File: src/rtl/laser_pool_pkg.sv
// Shared types and constants for the player-laser pool.
//   CoordWidth   : default coordinate width for sx/sy/gun position
//   H_RES/V_RES  : visible screen size
//   laser_slot_t : one laser record {valid, x, y} at the default width
//   colour_t     : 4-bit-per-channel {r, g, b}
//   idx_width()  : index width for an N-entry array (at least 1 bit)
package laser_pool_pkg;

  localparam int unsigned CoordWidth = 10;
  localparam int unsigned H_RES      = 640;
  localparam int unsigned V_RES      = 480;

  typedef struct packed {
    logic                  valid;
    logic [CoordWidth-1:0] x;
    logic [CoordWidth-1:0] y;
  } laser_slot_t;

  typedef struct packed {
    logic [3:0] r;
    logic [3:0] g;
    logic [3:0] b;
  } colour_t;

  function automatic int unsigned idx_width(input int unsigned n);
    return (n > 1) ? $clog2(n) : 1;
  endfunction

endpackage

File: src/rtl/laser_pool_if.sv
// Bundle between the player/scan logic and the laser pool.
//   master : drives frame/fire/gun position/scan position/hit, observes laser outputs
//   slave  : the laser pool side
interface laser_pool_if
  import laser_pool_pkg::*;
#(
  parameter int unsigned CORDW = CoordWidth,
  parameter int unsigned CNTW  = 3
);
  logic             frame_i;
  logic             fire_i;
  logic [CORDW-1:0] gun_pos_i;
  logic [CORDW-1:0] sx_i;
  logic [CORDW-1:0] sy_i;
  logic             hit_i;
  logic             laser_pixel_o;
  logic [3:0]       laser_r_o;
  logic [3:0]       laser_g_o;
  logic [3:0]       laser_b_o;
  logic [CNTW-1:0]  active_count_o;
  logic             fired_o;

  modport master (
    output frame_i, fire_i, gun_pos_i, sx_i, sy_i, hit_i,
    input  laser_pixel_o, laser_r_o, laser_g_o, laser_b_o, active_count_o, fired_o
  );

  modport slave (
    input  frame_i, fire_i, gun_pos_i, sx_i, sy_i, hit_i,
    output laser_pixel_o, laser_r_o, laser_g_o, laser_b_o, active_count_o, fired_o
  );
endinterface

File: src/rtl/laser_slot.sv
// One laser slot: holds {valid, x, y}, moves up per frame, retires near the
// screen top, loads on spawn, clears on hit, and tests the scan pixel.
//   frame_i   : frame tick, move/retire
//   spawn_i   : load x=spawn_x_i, y=SPAWN_Y_P (only asserted for a free slot)
//   hit_clr_i : invalidate; wins over a coincident frame move
//   sx_i/sy_i : current scan pixel
//   valid_o   : registered valid; valid_d_o is its next-state value
//   match_o   : scan pixel lies inside this (valid) laser
module laser_slot
  import laser_pool_pkg::*;
#(
  parameter int unsigned CORDW     = CoordWidth,
  parameter int unsigned SPAWN_Y_P = 396,
  parameter int unsigned TOP_Y_P   = 8,
  parameter int unsigned SPEED_P   = 4,
  parameter int unsigned WIDTH_P   = 2,
  parameter int unsigned HEIGHT_P  = 8
) (
  input  logic             clk_i,
  input  logic             reset_i,
  input  logic             frame_i,
  input  logic             spawn_i,
  input  logic [CORDW-1:0] spawn_x_i,
  input  logic             hit_clr_i,
  input  logic [CORDW-1:0] sx_i,
  input  logic [CORDW-1:0] sy_i,
  output logic             valid_o,
  output logic             valid_d_o,
  output logic             match_o
);

  localparam logic [CORDW:0] TopLimit = (CORDW+1)'(TOP_Y_P + SPEED_P);

  logic             valid_q, valid_d;
  logic [CORDW-1:0] x_q, x_d;
  logic [CORDW-1:0] y_q, y_d;

  always_comb begin
    valid_d = valid_q;
    x_d     = x_q;
    y_d     = y_q;
    if (hit_clr_i) begin
      valid_d = 1'b0;
    end else if (frame_i && valid_q) begin
      if ({1'b0, y_q} < TopLimit) begin
        valid_d = 1'b0;
      end else begin
        y_d = y_q - CORDW'(SPEED_P);
      end
    end
    if (spawn_i) begin
      valid_d = 1'b1;
      x_d     = spawn_x_i;
      y_d     = CORDW'(SPAWN_Y_P);
    end
  end

  always_ff @(posedge clk_i) begin
    if (reset_i) begin
      valid_q <= 1'b0;
      x_q     <= '0;
      y_q     <= '0;
    end else begin
      valid_q <= valid_d;
      x_q     <= x_d;
      y_q     <= y_d;
    end
  end

  // One extra bit so x+WIDTH / y+HEIGHT never wrap at the coordinate limit.
  logic [CORDW:0] sx_e, sy_e, x_e, y_e;
  assign sx_e = {1'b0, sx_i};
  assign sy_e = {1'b0, sy_i};
  assign x_e  = {1'b0, x_q};
  assign y_e  = {1'b0, y_q};

  assign match_o = valid_q
                && (sx_e >= x_e) && (sx_e < x_e + (CORDW+1)'(WIDTH_P))
                && (sy_e >= y_e) && (sy_e < y_e + (CORDW+1)'(HEIGHT_P));

  assign valid_o   = valid_q;
  assign valid_d_o = valid_d;

endmodule

File: src/rtl/laser_pool.sv
// Pool of N_LASERS_P player lasers. Spawns on a fire press at the gun x,
// moves every laser up once per frame, retires at the top or on hit, and
// produces a registered per-pixel laser flag/colour for the paint mux.
//   clk_i   : pixel clock
//   reset_i : synchronous, active-high
//   bus     : frame/fire/gun/scan/hit in; laser_pixel/colour/active_count/fired out
// The pixel flag has one cycle of latency; the top level delays de/sync to match.
module laser_pool
  import laser_pool_pkg::*;
#(
  parameter int unsigned CORDW      = CoordWidth,
  parameter int unsigned N_LASERS_P = 4,
  parameter int unsigned SPAWN_Y_P  = 396,
  parameter int unsigned TOP_Y_P    = 8,
  parameter int unsigned SPEED_P    = 4,
  parameter int unsigned COOLDOWN_P = 10,
  parameter int unsigned WIDTH_P    = 2,
  parameter int unsigned HEIGHT_P   = 8,
  parameter logic [11:0] COLOR_P    = 12'hFF0
) (
  input logic         clk_i,
  input logic         reset_i,
  laser_pool_if.slave bus
);

  localparam int unsigned CntW = $clog2(N_LASERS_P + 1);
  localparam int unsigned IdxW = idx_width(N_LASERS_P);
  localparam int unsigned CdW  = (COOLDOWN_P > 0) ? $clog2(COOLDOWN_P + 1) : 1;

  logic [N_LASERS_P-1:0] valid, valid_nx, match, hit_clr, spawn_sel, spawn_en;
  logic                  free_any, spawn;

  logic            fire_q, fire_d;
  logic            pending_q, pending_d;
  logic [CdW-1:0]  cd_q, cd_d;
  logic            pix_q, pix_d;
  logic [IdxW-1:0] hit_idx_q, hit_idx_d;
  logic            fired_q, fired_d;
  logic [CntW-1:0] count_q, count_d;

  for (genvar i = 0; i < N_LASERS_P; i++) begin : g_slot
    laser_slot #(
      .CORDW    (CORDW),
      .SPAWN_Y_P(SPAWN_Y_P),
      .TOP_Y_P  (TOP_Y_P),
      .SPEED_P  (SPEED_P),
      .WIDTH_P  (WIDTH_P),
      .HEIGHT_P (HEIGHT_P)
    ) u_slot (
      .clk_i    (clk_i),
      .reset_i  (reset_i),
      .frame_i  (bus.frame_i),
      .spawn_i  (spawn_en[i]),
      .spawn_x_i(bus.gun_pos_i),
      .hit_clr_i(hit_clr[i]),
      .sx_i     (bus.sx_i),
      .sy_i     (bus.sy_i),
      .valid_o  (valid[i]),
      .valid_d_o(valid_nx[i]),
      .match_o  (match[i])
    );
  end

  // Hit decode and lowest-free-slot priority encoder. A slot being hit this
  // cycle is not offered for spawn even though it becomes free.
  always_comb begin
    hit_clr   = '0;
    spawn_sel = '0;
    free_any  = 1'b0;
    for (int unsigned i = 0; i < N_LASERS_P; i++) begin
      hit_clr[i] = bus.hit_i && pix_q && (hit_idx_q == IdxW'(i));
    end
    for (int unsigned i = 0; i < N_LASERS_P; i++) begin
      if (!free_any && !valid[i] && !hit_clr[i]) begin
        spawn_sel[i] = 1'b1;
        free_any     = 1'b1;
      end
    end
    spawn    = bus.frame_i && pending_q && (cd_q == '0) && free_any;
    spawn_en = spawn ? spawn_sel : '0;
  end

  always_comb begin
    fire_d    = bus.fire_i;
    pending_d = pending_q;
    if (bus.frame_i) begin
      pending_d = 1'b0;
    end else if (bus.fire_i && !fire_q) begin
      pending_d = 1'b1;
    end

    // A blocked spawn (all slots busy) leaves the counter at zero.
    cd_d = cd_q;
    if (spawn) begin
      cd_d = CdW'(COOLDOWN_P);
    end else if (bus.frame_i && (cd_q != '0)) begin
      cd_d = cd_q - 1'b1;
    end

    pix_d     = |match;
    hit_idx_d = '0;
    for (int i = N_LASERS_P - 1; i >= 0; i--) begin
      if (match[i]) hit_idx_d = IdxW'(i);
    end

    // Counted from next-state valids so the count lines up with the slots.
    count_d = '0;
    for (int unsigned i = 0; i < N_LASERS_P; i++) begin
      count_d = count_d + CntW'(valid_nx[i]);
    end

    fired_d = spawn;
  end

  always_ff @(posedge clk_i) begin
    if (reset_i) begin
      fire_q    <= 1'b0;
      pending_q <= 1'b0;
      cd_q      <= '0;
      pix_q     <= 1'b0;
      hit_idx_q <= '0;
      fired_q   <= 1'b0;
      count_q   <= '0;
    end else begin
      fire_q    <= fire_d;
      pending_q <= pending_d;
      cd_q      <= cd_d;
      pix_q     <= pix_d;
      hit_idx_q <= hit_idx_d;
      fired_q   <= fired_d;
      count_q   <= count_d;
    end
  end

  colour_t colour;
  assign colour = pix_q ? colour_t'(COLOR_P) : '0;

  assign bus.laser_pixel_o  = pix_q;
  assign bus.laser_r_o      = colour.r;
  assign bus.laser_g_o      = colour.g;
  assign bus.laser_b_o      = colour.b;
  assign bus.active_count_o = count_q;
  assign bus.fired_o        = fired_q;

endmodule
File: src/flat_wrapper.sv
// flat-port wrapper written by rule: the top's interface ports become plain ports
module laser_pool_flat import laser_pool_pkg::*;
#(
  parameter int unsigned CORDW      = CoordWidth,
  parameter int unsigned N_LASERS_P = 4,
  parameter int unsigned SPAWN_Y_P  = 396,
  parameter int unsigned TOP_Y_P    = 8,
  parameter int unsigned SPEED_P    = 4,
  parameter int unsigned COOLDOWN_P = 10,
  parameter int unsigned WIDTH_P    = 2,
  parameter int unsigned HEIGHT_P   = 8,
  parameter logic [11:0] COLOR_P    = 12'hFF0
)
  (clk_i, reset_i, bus_frame_i, bus_fire_i, bus_gun_pos_i, bus_sx_i, bus_sy_i, bus_hit_i, bus_laser_pixel_o, bus_laser_r_o, bus_laser_g_o, bus_laser_b_o, bus_active_count_o, bus_fired_o);
  laser_pool_if #(.CORDW(CORDW)) bus_i ();
  input logic clk_i;
  input logic reset_i;
  input wire logic [$bits(bus_i.frame_i)-1:0] bus_frame_i;
  input wire logic [$bits(bus_i.fire_i)-1:0] bus_fire_i;
  input wire logic [$bits(bus_i.gun_pos_i)-1:0] bus_gun_pos_i;
  input wire logic [$bits(bus_i.sx_i)-1:0] bus_sx_i;
  input wire logic [$bits(bus_i.sy_i)-1:0] bus_sy_i;
  input wire logic [$bits(bus_i.hit_i)-1:0] bus_hit_i;
  output wire logic [$bits(bus_i.laser_pixel_o)-1:0] bus_laser_pixel_o;
  output wire logic [$bits(bus_i.laser_r_o)-1:0] bus_laser_r_o;
  output wire logic [$bits(bus_i.laser_g_o)-1:0] bus_laser_g_o;
  output wire logic [$bits(bus_i.laser_b_o)-1:0] bus_laser_b_o;
  output wire logic [$bits(bus_i.active_count_o)-1:0] bus_active_count_o;
  output wire logic [$bits(bus_i.fired_o)-1:0] bus_fired_o;
  assign bus_i.frame_i = bus_frame_i;
  assign bus_i.fire_i = bus_fire_i;
  assign bus_i.gun_pos_i = bus_gun_pos_i;
  assign bus_i.sx_i = bus_sx_i;
  assign bus_i.sy_i = bus_sy_i;
  assign bus_i.hit_i = bus_hit_i;
  assign bus_laser_pixel_o = bus_i.laser_pixel_o;
  assign bus_laser_r_o = bus_i.laser_r_o;
  assign bus_laser_g_o = bus_i.laser_g_o;
  assign bus_laser_b_o = bus_i.laser_b_o;
  assign bus_active_count_o = bus_i.active_count_o;
  assign bus_fired_o = bus_i.fired_o;
  laser_pool #(.CORDW(CORDW), .N_LASERS_P(N_LASERS_P), .SPAWN_Y_P(SPAWN_Y_P), .TOP_Y_P(TOP_Y_P), .SPEED_P(SPEED_P), .COOLDOWN_P(COOLDOWN_P), .WIDTH_P(WIDTH_P), .HEIGHT_P(HEIGHT_P), .COLOR_P(COLOR_P)) u_core (.clk_i(clk_i), .reset_i(reset_i), .bus(bus_i));
endmodule
File: config.mk
export PLATFORM = sky130hd
export DESIGN_NAME = laser_pool_flat
export DESIGN_NICKNAME = d
export VERILOG_FILES = /design/src/rtl/laser_pool_pkg.sv /design/src/rtl/laser_pool_if.sv /design/src/rtl/laser_slot.sv /design/src/rtl/laser_pool.sv /design/src/flat_wrapper.sv
export SDC_FILE = /design/constraint.sdc
export NUM_CORES = 1
export LEC_CHECK = 0
export BUFFER_PORTS_ARGS = -buffer_cell sky130_fd_sc_hd__buf_4
export CORE_MARGIN = 4
export CORE_UTILIZATION = 55
export CTS_BUF_LIST = sky130_fd_sc_hd__clkbuf_8
export DETAILED_ROUTE_END_ITERATION = 8
export PLACE_DENSITY_LB_ADDON = 0.15
export SYNTH_ARGS = -nofsm -noshare
export SYNTH_HDL_FRONTEND = slang
export SYNTH_SLANG_ARGS = --single-unit
File: constraint.sdc
create_clock -name clk_i -period 7 [get_ports clk_i]
set_input_delay 0.7 -clock clk_i [delete_from_list [all_inputs] [get_ports clk_i]]
set_output_delay 0.7 -clock clk_i [all_outputs]
set_load 0.05 [all_outputs]
==> impl_metrics.yaml, run 1 <==
worst_setup_path:
  setup.worst_path.start_class: "register"
  maximum_fanout_along_the_worst_path: 13
  timing_worst_setup_path_type: "reg -> reg"
  regToRegStartpoint: "u_core.bus.laser_pixel_o$_SDFF_PP0_"
  timing.reg2reg.setup_slack_ns: 3.65
  setup.worst_path.end: "u_core.bus.active_count_o[1]$_SDFF_PP0_"
  endpoint_kind: "register"
  r2r_cells: 9
  cp_data_arrival_time_ns: 3.57
  r2r_path_end: "u_core.bus.active_count_o[1]$_SDFF_PP0_"
  critical_path.startpoint: "u_core.bus.laser_pixel_o$_SDFF_PP0_"
  critical_path_required_ns: 7.23
yosys:
  post-synth-top-area-cell: "sky130_fd_sc_hd__ha_1"
  synth.ff_latch_count: 89
  netlist_top_cells_count: "sky130_fd_sc_hd__ha_1 (163), sky130_fd_sc_hd__nand2_1 (120), sky130_fd_sc_hd__dfxtp_1 (89)"
  synthesis.area_um2: 7923
  count_of_flip_flops_with_a_built_in_enable_after_synthesis: 0
  netlist_top_cells_area: "sky130_fd_sc_hd__ha_1 (26%), sky130_fd_sc_hd__dfxtp_1 (22%), sky130_fd_sc_hd__xnor2_1 (8.0%), sky130_fd_sc_hd__nand2_1 (5.7%), sky130_fd_sc_hd__a21oi_1 (4.9%)"
  synth_top_area_share_pct: 25.74
  postSynth.asyncResetShare_pct: 0
  yosysMostFrequentCell: "sky130_fd_sc_hd__ha_1"
  yosysWarningCount: 0
  synth_top_flop_cell: "sky130_fd_sc_hd__dfxtp_1"
  synthesis.area_per_instance_um2: 8.159
  yosys.cell_types.count: 72
  synth_sequential_area_ratio_pct: 22.49
  syn_inst: 971
cells_and_area:
  fill_cells: 1302
  drive_gt1_share_pct: 9.027
  final_core_utilization_pct: 60.64
  multi_input_area_um2: 5605
  seq_area_um2: 1782
  finish.net_count: 1192
  antenna_cells: 0
  area.growth.synth_to_final_pct: 7.059
timing:
  worst_slew_margin_rel_pct: 22.71
  final-max-slew-violation-count: 0
  worst_hold_slack_ns: 0.4583
  unrepaired_setup_endpoints_after_global_routing: "no"
  final_hold_viol_count: 0
  totalNegativeSetupSlack_ns: 0
  achievable-frequency_mhz: 298.8
  report.final.setup_viol: 0
  period_share_pct: 47.81
  timing.final.crit_period_ns: 3.346
  max_slew.worst_pin.slew_ns: 1.151
  finClkSkew_ns: 0.01073
floorplan:
  die_width_um: 128.0
  chipHeight_um: 128.0
  placement_rows: 43
  core_um2: 13990
  num_io_pins: 52
  dieArea_um2: 16390
  initial_utilization_pct: 56.64
grt:
  congestion_overflow_gr: 0
  gr-usage-all-layers_pct: 22.70
  number_of_antenna_violations_at_the_first_check_in_global_routing: 0
  grt_first_pass_wirelength_mm: 30.22
  grt_start_max_net_pins: 83
  grt_pass1_vias: 6329
clock_network:
  clkSinkCount: 89
  tritoncts_clock_tree: "done"
  cts.clk_slew.worst_paths_ns: 0.09
  ctsHoldBuffers: 0
  cts.path.max_buffers: 2
  postCtsSetupBuffers: 0
  ctsResizeCount: 0
  cts_root_buffer: "sky130_fd_sc_hd__clkbuf_8"
  htree_num_levels: 3
  numCtsBuffers: 9
  worst_skew_pair.late_latency_ns: 0.37
place:
  dp_hpwl_mm: 14.42
  final_replace_weighted_congestion: 0.8290
  placement.io_buffers: 47
run:
  max_cap_viol_count: 0
power_and_ir_drop:
  fin_total_pwr_w: 0.001091
  power.density_cell_area_nw_per_um2: 128.6
  p_leak_nw: 3.212
  worst_ir_drop_vdd_mv: 0.1093
routing:
  detail_route.iter0.violations: 354
  detailroute.via_count: 6679
  firstDrtPassIters: 5
  post_drt_wl_per_cell_um: 15.42
  final_antenna_net_count: 0
  detail_route.wirelength_mm: 18.15
  detail_route.vias_per_cell: 5.675
  route.detailed.drc: 0
hold_path:
  worstHoldPathType: "reg -> reg"
  min_delay_path_depth: 2
status:
  outcome: "finished clean"
==> logic make-up (layout without fill, tap and decap cells) <==
family	Yosys count	in the layout	synth area share, %
AOI/OAI and AO/OA	216	216	17.59
adders and majority gates	164	164	26.00
xor gates and xnor gates	73	73	8.070
buffers and inverters	131	154	7.044
and+or+nand+nor	297	297	18.76
other	1	4	0.04733
DFF	89	89	22.49
==> per-stage QoR <==
stage | setup slack (ns) | instances | area, um2
after floorplan | 3.924 | 974 | 7934
after detailed placement | 3.488 | 1162 | 8318
after CTS | 3.657 | 1177 | 8482
final | 3.654 | 1177 | 8482
after global placement | 3.605 | 1162 | 8318
after global routing | 3.352 | 1177 | 8482
==> how the worst min path moves through the flow <==
| stage | startpoint | end |
|---|---|---|
| 2_1_floorplan | u_core.g_slot[1].u_slot.x_q[6]$_SDFFE_PP0P_ | u_core.g_slot[1].u_slot.x_q[6]$_SDFFE_PP0P_ |
| 3_3_place_gp | u_core.g_slot[1].u_slot.x_q[6]$_SDFFE_PP0P_ | u_core.g_slot[1].u_slot.x_q[6]$_SDFFE_PP0P_ |
| 3_5_place_dp | u_core.g_slot[1].u_slot.x_q[6]$_SDFFE_PP0P_ | u_core.g_slot[1].u_slot.x_q[6]$_SDFFE_PP0P_ |
| 4_1_cts | u_core.g_slot[1].u_slot.x_q[6]$_SDFFE_PP0P_ | u_core.g_slot[1].u_slot.x_q[6]$_SDFFE_PP0P_ |
| 5_1_grt | u_core.g_slot[2].u_slot.x_q[6]$_SDFFE_PP0P_ | u_core.g_slot[2].u_slot.x_q[6]$_SDFFE_PP0P_ |
| 6_report | u_core.g_slot[1].u_slot.x_q[6]$_SDFFE_PP0P_ | u_core.g_slot[1].u_slot.x_q[6]$_SDFFE_PP0P_ |
==> flip-flops by register name (all words and copies together) (netlist names) <==
signal and flops:
u_core.fire_q 1, u_core.pending_q 1, u_core.hit_idx_q 2, u_core.g_slot.u_slot.valid_o 4
u_core.cd_q 4, u_core.bus.fired_o 1, u_core.bus.laser_pixel_o 1, u_core.g_slot.u_slot.y_q 32
u_core.g_slot.u_slot.x_q 40, u_core.bus.active_count_o 3
==> routing by layer <==
layer | vias up | part of all wire [%] | global-route usage [%]
met5 | - | 0 | 0
met3 | 28 | 3.4 | 3.000
met1 | 3091 | 50 | 31.33
met2 | 104 | 45 | 37.03
li1 | 3456 | - | -
met4 | 0 | 1.8 | 6.866
==> worst max-delay path, stage by stage, from the launching register on <==
cell                       delay, ns
sky130_fd_sc_hd__dfxtp_1        0.58
sky130_fd_sc_hd__and4bb_1       0.33
sky130_fd_sc_hd__or2_1          0.16
sky130_fd_sc_hd__a22oi_1        0.15
sky130_fd_sc_hd__nor3_1         0.95
sky130_fd_sc_hd__a21oi_1        0.19
sky130_fd_sc_hd__fa_1           0.47
sky130_fd_sc_hd__inv_1          0.06
sky130_fd_sc_hd__ha_1           0.21
sky130_fd_sc_hd__nor2b_1        0.12
==> report_power, final <==
part           leakage [nW]  total (W)  internal, W  switching (W)
logic                  2.41   0.000238     0.000102       0.000136
registers             0.718   0.000534     0.000521      0.0000130
clock network        0.0882   0.000320     0.000133       0.000186
==> layout make-up <==
cell class / count / share of cell area, %
clock buffers: 10 / 1.623
inverters: 90 / 3.983
flip-flops and latches: 89 / 21.01
repair buffers: 49 / 4.337
well taps: 180 / 2.655
multi-input cells: 754 / 66.09
clock inverters: 5 / 0.3098
==> cell usage in the layout, fill, tap and decap left out, types with 4 or more instances in the layout <==
cell                        count
sky130_fd_sc_hd__o211ai_1       5
sky130_fd_sc_hd__inv_2          4
sky130_fd_sc_hd__o21a_1        16
sky130_fd_sc_hd__inv_1         89
sky130_fd_sc_hd__nand3_1       31
sky130_fd_sc_hd__dfxtp_1       89
sky130_fd_sc_hd__o21bai_1       7
sky130_fd_sc_hd__o21ai_1        8
sky130_fd_sc_hd__ha_1         163
sky130_fd_sc_hd__nor4_1        11
sky130_fd_sc_hd__a22oi_1        4
sky130_fd_sc_hd__a2111oi_0      4
sky130_fd_sc_hd__nand3_2        4
sky130_fd_sc_hd__or4_1          6
sky130_fd_sc_hd__o21ai_0       31
sky130_fd_sc_hd__conb_1         4
sky130_fd_sc_hd__nor2_1        33
sky130_fd_sc_hd__and3_1        12
sky130_fd_sc_hd__or3_1          4
sky130_fd_sc_hd__clkbuf_8      10
sky130_fd_sc_hd__a21oi_1       78
sky130_fd_sc_hd__nand2_1      120
sky130_fd_sc_hd__a21o_1         7
sky130_fd_sc_hd__nand2b_1      10
sky130_fd_sc_hd__nor3_1        32
sky130_fd_sc_hd__nor2b_1        8
sky130_fd_sc_hd__a211oi_1      13
sky130_fd_sc_hd__nand4_1        8
sky130_fd_sc_hd__buf_4         49
sky130_fd_sc_hd__a31oi_1        8
sky130_fd_sc_hd__xnor2_1       72
(Power assumes the default switching activity.)
==> run 2, diff against run 1 <==
Settings changed: ABC_AREA from default to 1.
Clock period 7 ns to 3.35 ns, I/O delays scaled along.
==> run 2 against run 1 <==
- worst setup slack worse by 2.9 ns
- clock power is 130% higher
- die area grew 6.2%
- final area rose by 7.3%
- combinational power grew to 3.2 times the previous value
- maximum frequency increased by 28%
- cell count increased by 24%
- largest cell class unchanged
==> impl_metrics.yaml, run 2 <==
cells_and_area:
  area.growth.synth_to_final_pct: 7.700
  drive_gt1_share_pct: 7.053
  antenna_cells: 0
  finish.net_count: 1470
  largest_register_ffs: 40
  top_register: "u_core.g_slot.u_slot.x_q"
  layoutNonFillerInstCount: 1464
  most-common-layout-cells: "sky130_fd_sc_hd__nand2_1 (263), sky130_fd_sc_hd__inv_1 (173), sky130_fd_sc_hd__ha_1 (163)"
  top_flop_regs: "u_core.g_slot.u_slot.x_q: 40 flops, u_core.g_slot.u_slot.y_q: 32 flops"
  layout.cells.most_common: "sky130_fd_sc_hd__nand2_1"
worst_setup_path:
  critical_path_required_ns: 3.62
  r2r_cells: 14
  worstPathCellList: "nand2_2, nor3_2, nor2_2, nor2_2, o21ai_4, nand2_2, nand2_1, ha_1, inv_1, fa_1, inv_1, ha_1, inv_1, nor2_1"
  timing.reg2reg.setup_slack_ns: 0.75
  cp_common_cell: "sky130_fd_sc_hd__inv_1"
  setup.worst_path.end: "u_core.bus.active_count_o[1]$_SDFF_PP0_"
  endpoint_kind: "register"
  timing.critical_path.slowest_stage_cell: "sky130_fd_sc_hd__dfxtp_1"
  maximum_fanout_along_the_worst_path: 10
  timing_worst_setup_path_type: "reg -> reg"
  cp_data_arrival_time_ns: 2.87
  critical_path.startpoint: "u_core.bus.laser_pixel_o$_SDFF_PP0_"
  r2r_path_end: "u_core.bus.active_count_o[1]$_SDFF_PP0_"
  setup.worst_path.start_class: "register"
  regToRegStartpoint: "u_core.bus.laser_pixel_o$_SDFF_PP0_"
  cpPeakStageDelay_ns: 0.51
power_and_ir_drop:
  fin_total_pwr_w: 0.002642
  p_leak_nw: 4.226
  worst_ir_drop_vdd_mv: 0.1705
  power.density_cell_area_nw_per_um2: 290.3
grt:
  gr-usage-all-layers_pct: 25.02
  grt_start_max_net_pins: 33
  grt_first_pass_wirelength_mm: 35.70
  congestion_overflow_gr: 0
  grt_pass1_vias: 7456
  number_of_antenna_violations_at_the_first_check_in_global_routing: 0
clock_network:
  cts.path.max_buffers: 2
  htree_num_levels: 3
  clkSinkCount: 89
  cts_root_buffer: "sky130_fd_sc_hd__clkbuf_8"
  numCtsBuffers: 9
  postCtsSetupBuffers: 0
  worst_skew_pair.late_latency_ns: 0.38
  ctsHoldBuffers: 0
  tritoncts_clock_tree: "done"
  cts.clk_slew.worst_paths_ns: 0.10
  ctsResizeCount: 0
timing:
  unrepaired_setup_endpoints_after_global_routing: "no"
  totalNegativeSetupSlack_ns: 0
  period_share_pct: 77.76
  max_slew.worst_pin.slew_ns: 0.9708
  final-max-slew-violation-count: 0
  worst_hold_slack_ns: 0.1755
  final_hold_viol_count: 0
  timing.final.crit_period_ns: 2.605
  worst_slew_margin_rel_pct: 35.21
  report.final.setup_viol: 0
  achievable-frequency_mhz: 383.9
  finClkSkew_ns: 0.01197
yosys:
  synthesis.area_per_instance_um2: 6.847
  synth_top_area_share_pct: 24.14
  count_of_flip_flops_with_a_built_in_enable_after_synthesis: 0
  synth_sequential_area_ratio_pct: 21.09
  yosysMostFrequentCell: "sky130_fd_sc_hd__nand2_1"
  post-synth-top-area-cell: "sky130_fd_sc_hd__ha_1"
  yosysWarningCount: 0
  yosys.cell_types.count: 37
  synth_top_flop_cell: "sky130_fd_sc_hd__dfxtp_1"
  synthesis.area_um2: 8449
  netlist_top_cells_count: "sky130_fd_sc_hd__nand2_1 (263), sky130_fd_sc_hd__inv_1 (173), sky130_fd_sc_hd__ha_1 (163)"
  netlist_top_cells_area: "sky130_fd_sc_hd__ha_1 (24%), sky130_fd_sc_hd__dfxtp_1 (21%), sky130_fd_sc_hd__nand2_1 (12%), sky130_fd_sc_hd__inv_1 (7.7%), sky130_fd_sc_hd__nor2_1 (6.1%)"
  syn_inst: 1234
  synth.ff_latch_count: 89
  postSynth.asyncResetShare_pct: 0
floorplan:
  initial_utilization_pct: 55.79
  die_width_um: 131.9
  core_um2: 15150
  dieArea_um2: 17410
  num_io_pins: 52
  chipHeight_um: 131.9
  placement_rows: 45
routing:
  post_drt_wl_per_cell_um: 14.58
  detail_route.vias_per_cell: 5.276
  route.detailed.drc: 0
  firstDrtPassIters: 5
  final_antenna_net_count: 0
  detail_route.iter0.violations: 407
  detailroute.via_count: 7724
  detail_route.wirelength_mm: 21.35
place:
  dp_cells: 1448
  final_replace_weighted_congestion: 0.8753
  placement.io_buffers: 47
  dp_hpwl_mm: 16.87
run:
  max_cap_viol_count: 0
status:
  outcome: "finished clean"
hold_path:
  worstHoldPathType: "in -> reg"
run 2: cell count changes in the layout (fill, tap and decap cells not counted), moves of 29 or more:
cell	delta
sky130_fd_sc_hd__nand2_1	+143
sky130_fd_sc_hd__xor2_1	+46
sky130_fd_sc_hd__nand3_1	+29
sky130_fd_sc_hd__inv_1	+84
sky130_fd_sc_hd__nor2_1	+105
sky130_fd_sc_hd__xnor2_1	-64
run 2: worst min-delay path by stage:
stage / start / endpoint / slack [ns] / cells past startpoint
after floorplan: u_core.g_slot[0].u_slot.x_q[0]$_SDFFE_PP0P_ / u_core.g_slot[0].u_slot.x_q[0]$_SDFFE_PP0P_ / 0.44 / 2
after global placement: u_core.cd_q[2]$_SDFFE_PP0P_ / u_core.cd_q[2]$_SDFFE_PP0P_ / 0.47 / 2
after detailed placement: u_core.g_slot[1].u_slot.x_q[0]$_SDFFE_PP0P_ / u_core.g_slot[1].u_slot.x_q[0]$_SDFFE_PP0P_ / 0.47 / 2
after CTS: bus_fire_i / u_core.fire_q$_SDFF_PP0_ / 0.16 / 3
after global routing: bus_fire_i / u_core.fire_q$_SDFF_PP0_ / 0.18 / 3
final: bus_fire_i / u_core.fire_q$_SDFF_PP0_ / 0.18 / 3
run 2: final cells by class:
cell class	count	area (um2)
inverters	176	660.6
clock inverters	6	42.54
clock buffers	10	137.6
multi-input cells	941	5837
well taps	188	235.2
fillers	1479	6046
flip-flops and latches	89	1782
repair buffers	54	405.4
run 2: stage by stage:
step | cell area (um2) | setup slack (ns) | utilization (%)
after floorplan | 8461 | 0.3092 | -
after global placement | 8920 | 0.7984 | 58.89
after detailed placement | 8920 | 0.7334 | 58.89
after CTS | 9100 | 0.7196 | 60.08
after global routing | 9100 | 0.4745 | 60.08
final | 9100 | 0.7451 | 60.08
run 2: logic make-up (layout without fill, tap and decap cells):
logic type,count (synthesis),count (layout),synth area share [%]
compound gates,181,181,11.57
xor+xnor,55,55,5.701
fa+ha+maj,164,164,24.37
buf+inv,207,246,9.966
flops,89,89,21.09
other cells,1,4,0.04438
simple gates,537,537,27.26
run 2: report_power, final:
part	switching [W]	internal, W	total (W)
clock	0.000436	0.000292	0.000727
sequential	0.0000481	0.00111	0.00116
combinational	0.000471	0.000282	0.000753
run 2: worst max-delay path: cells and delay by family, from the launching register on:
family          cells  cell delay [ns]
simple gates        7             0.84
fa+ha+maj           3             0.87
flops               1             0.51
buf+inv             3             0.16
compound gates      1             0.11
run 2: metal layers:
metal	GRT usage (%)	wire, um	up-vias
met4	8.460	557	0
met2	44.10	10270	138
li1	-	-	4081
met5	0	0	-
met1	30.73	9710	3463
met3	4.466	806	42
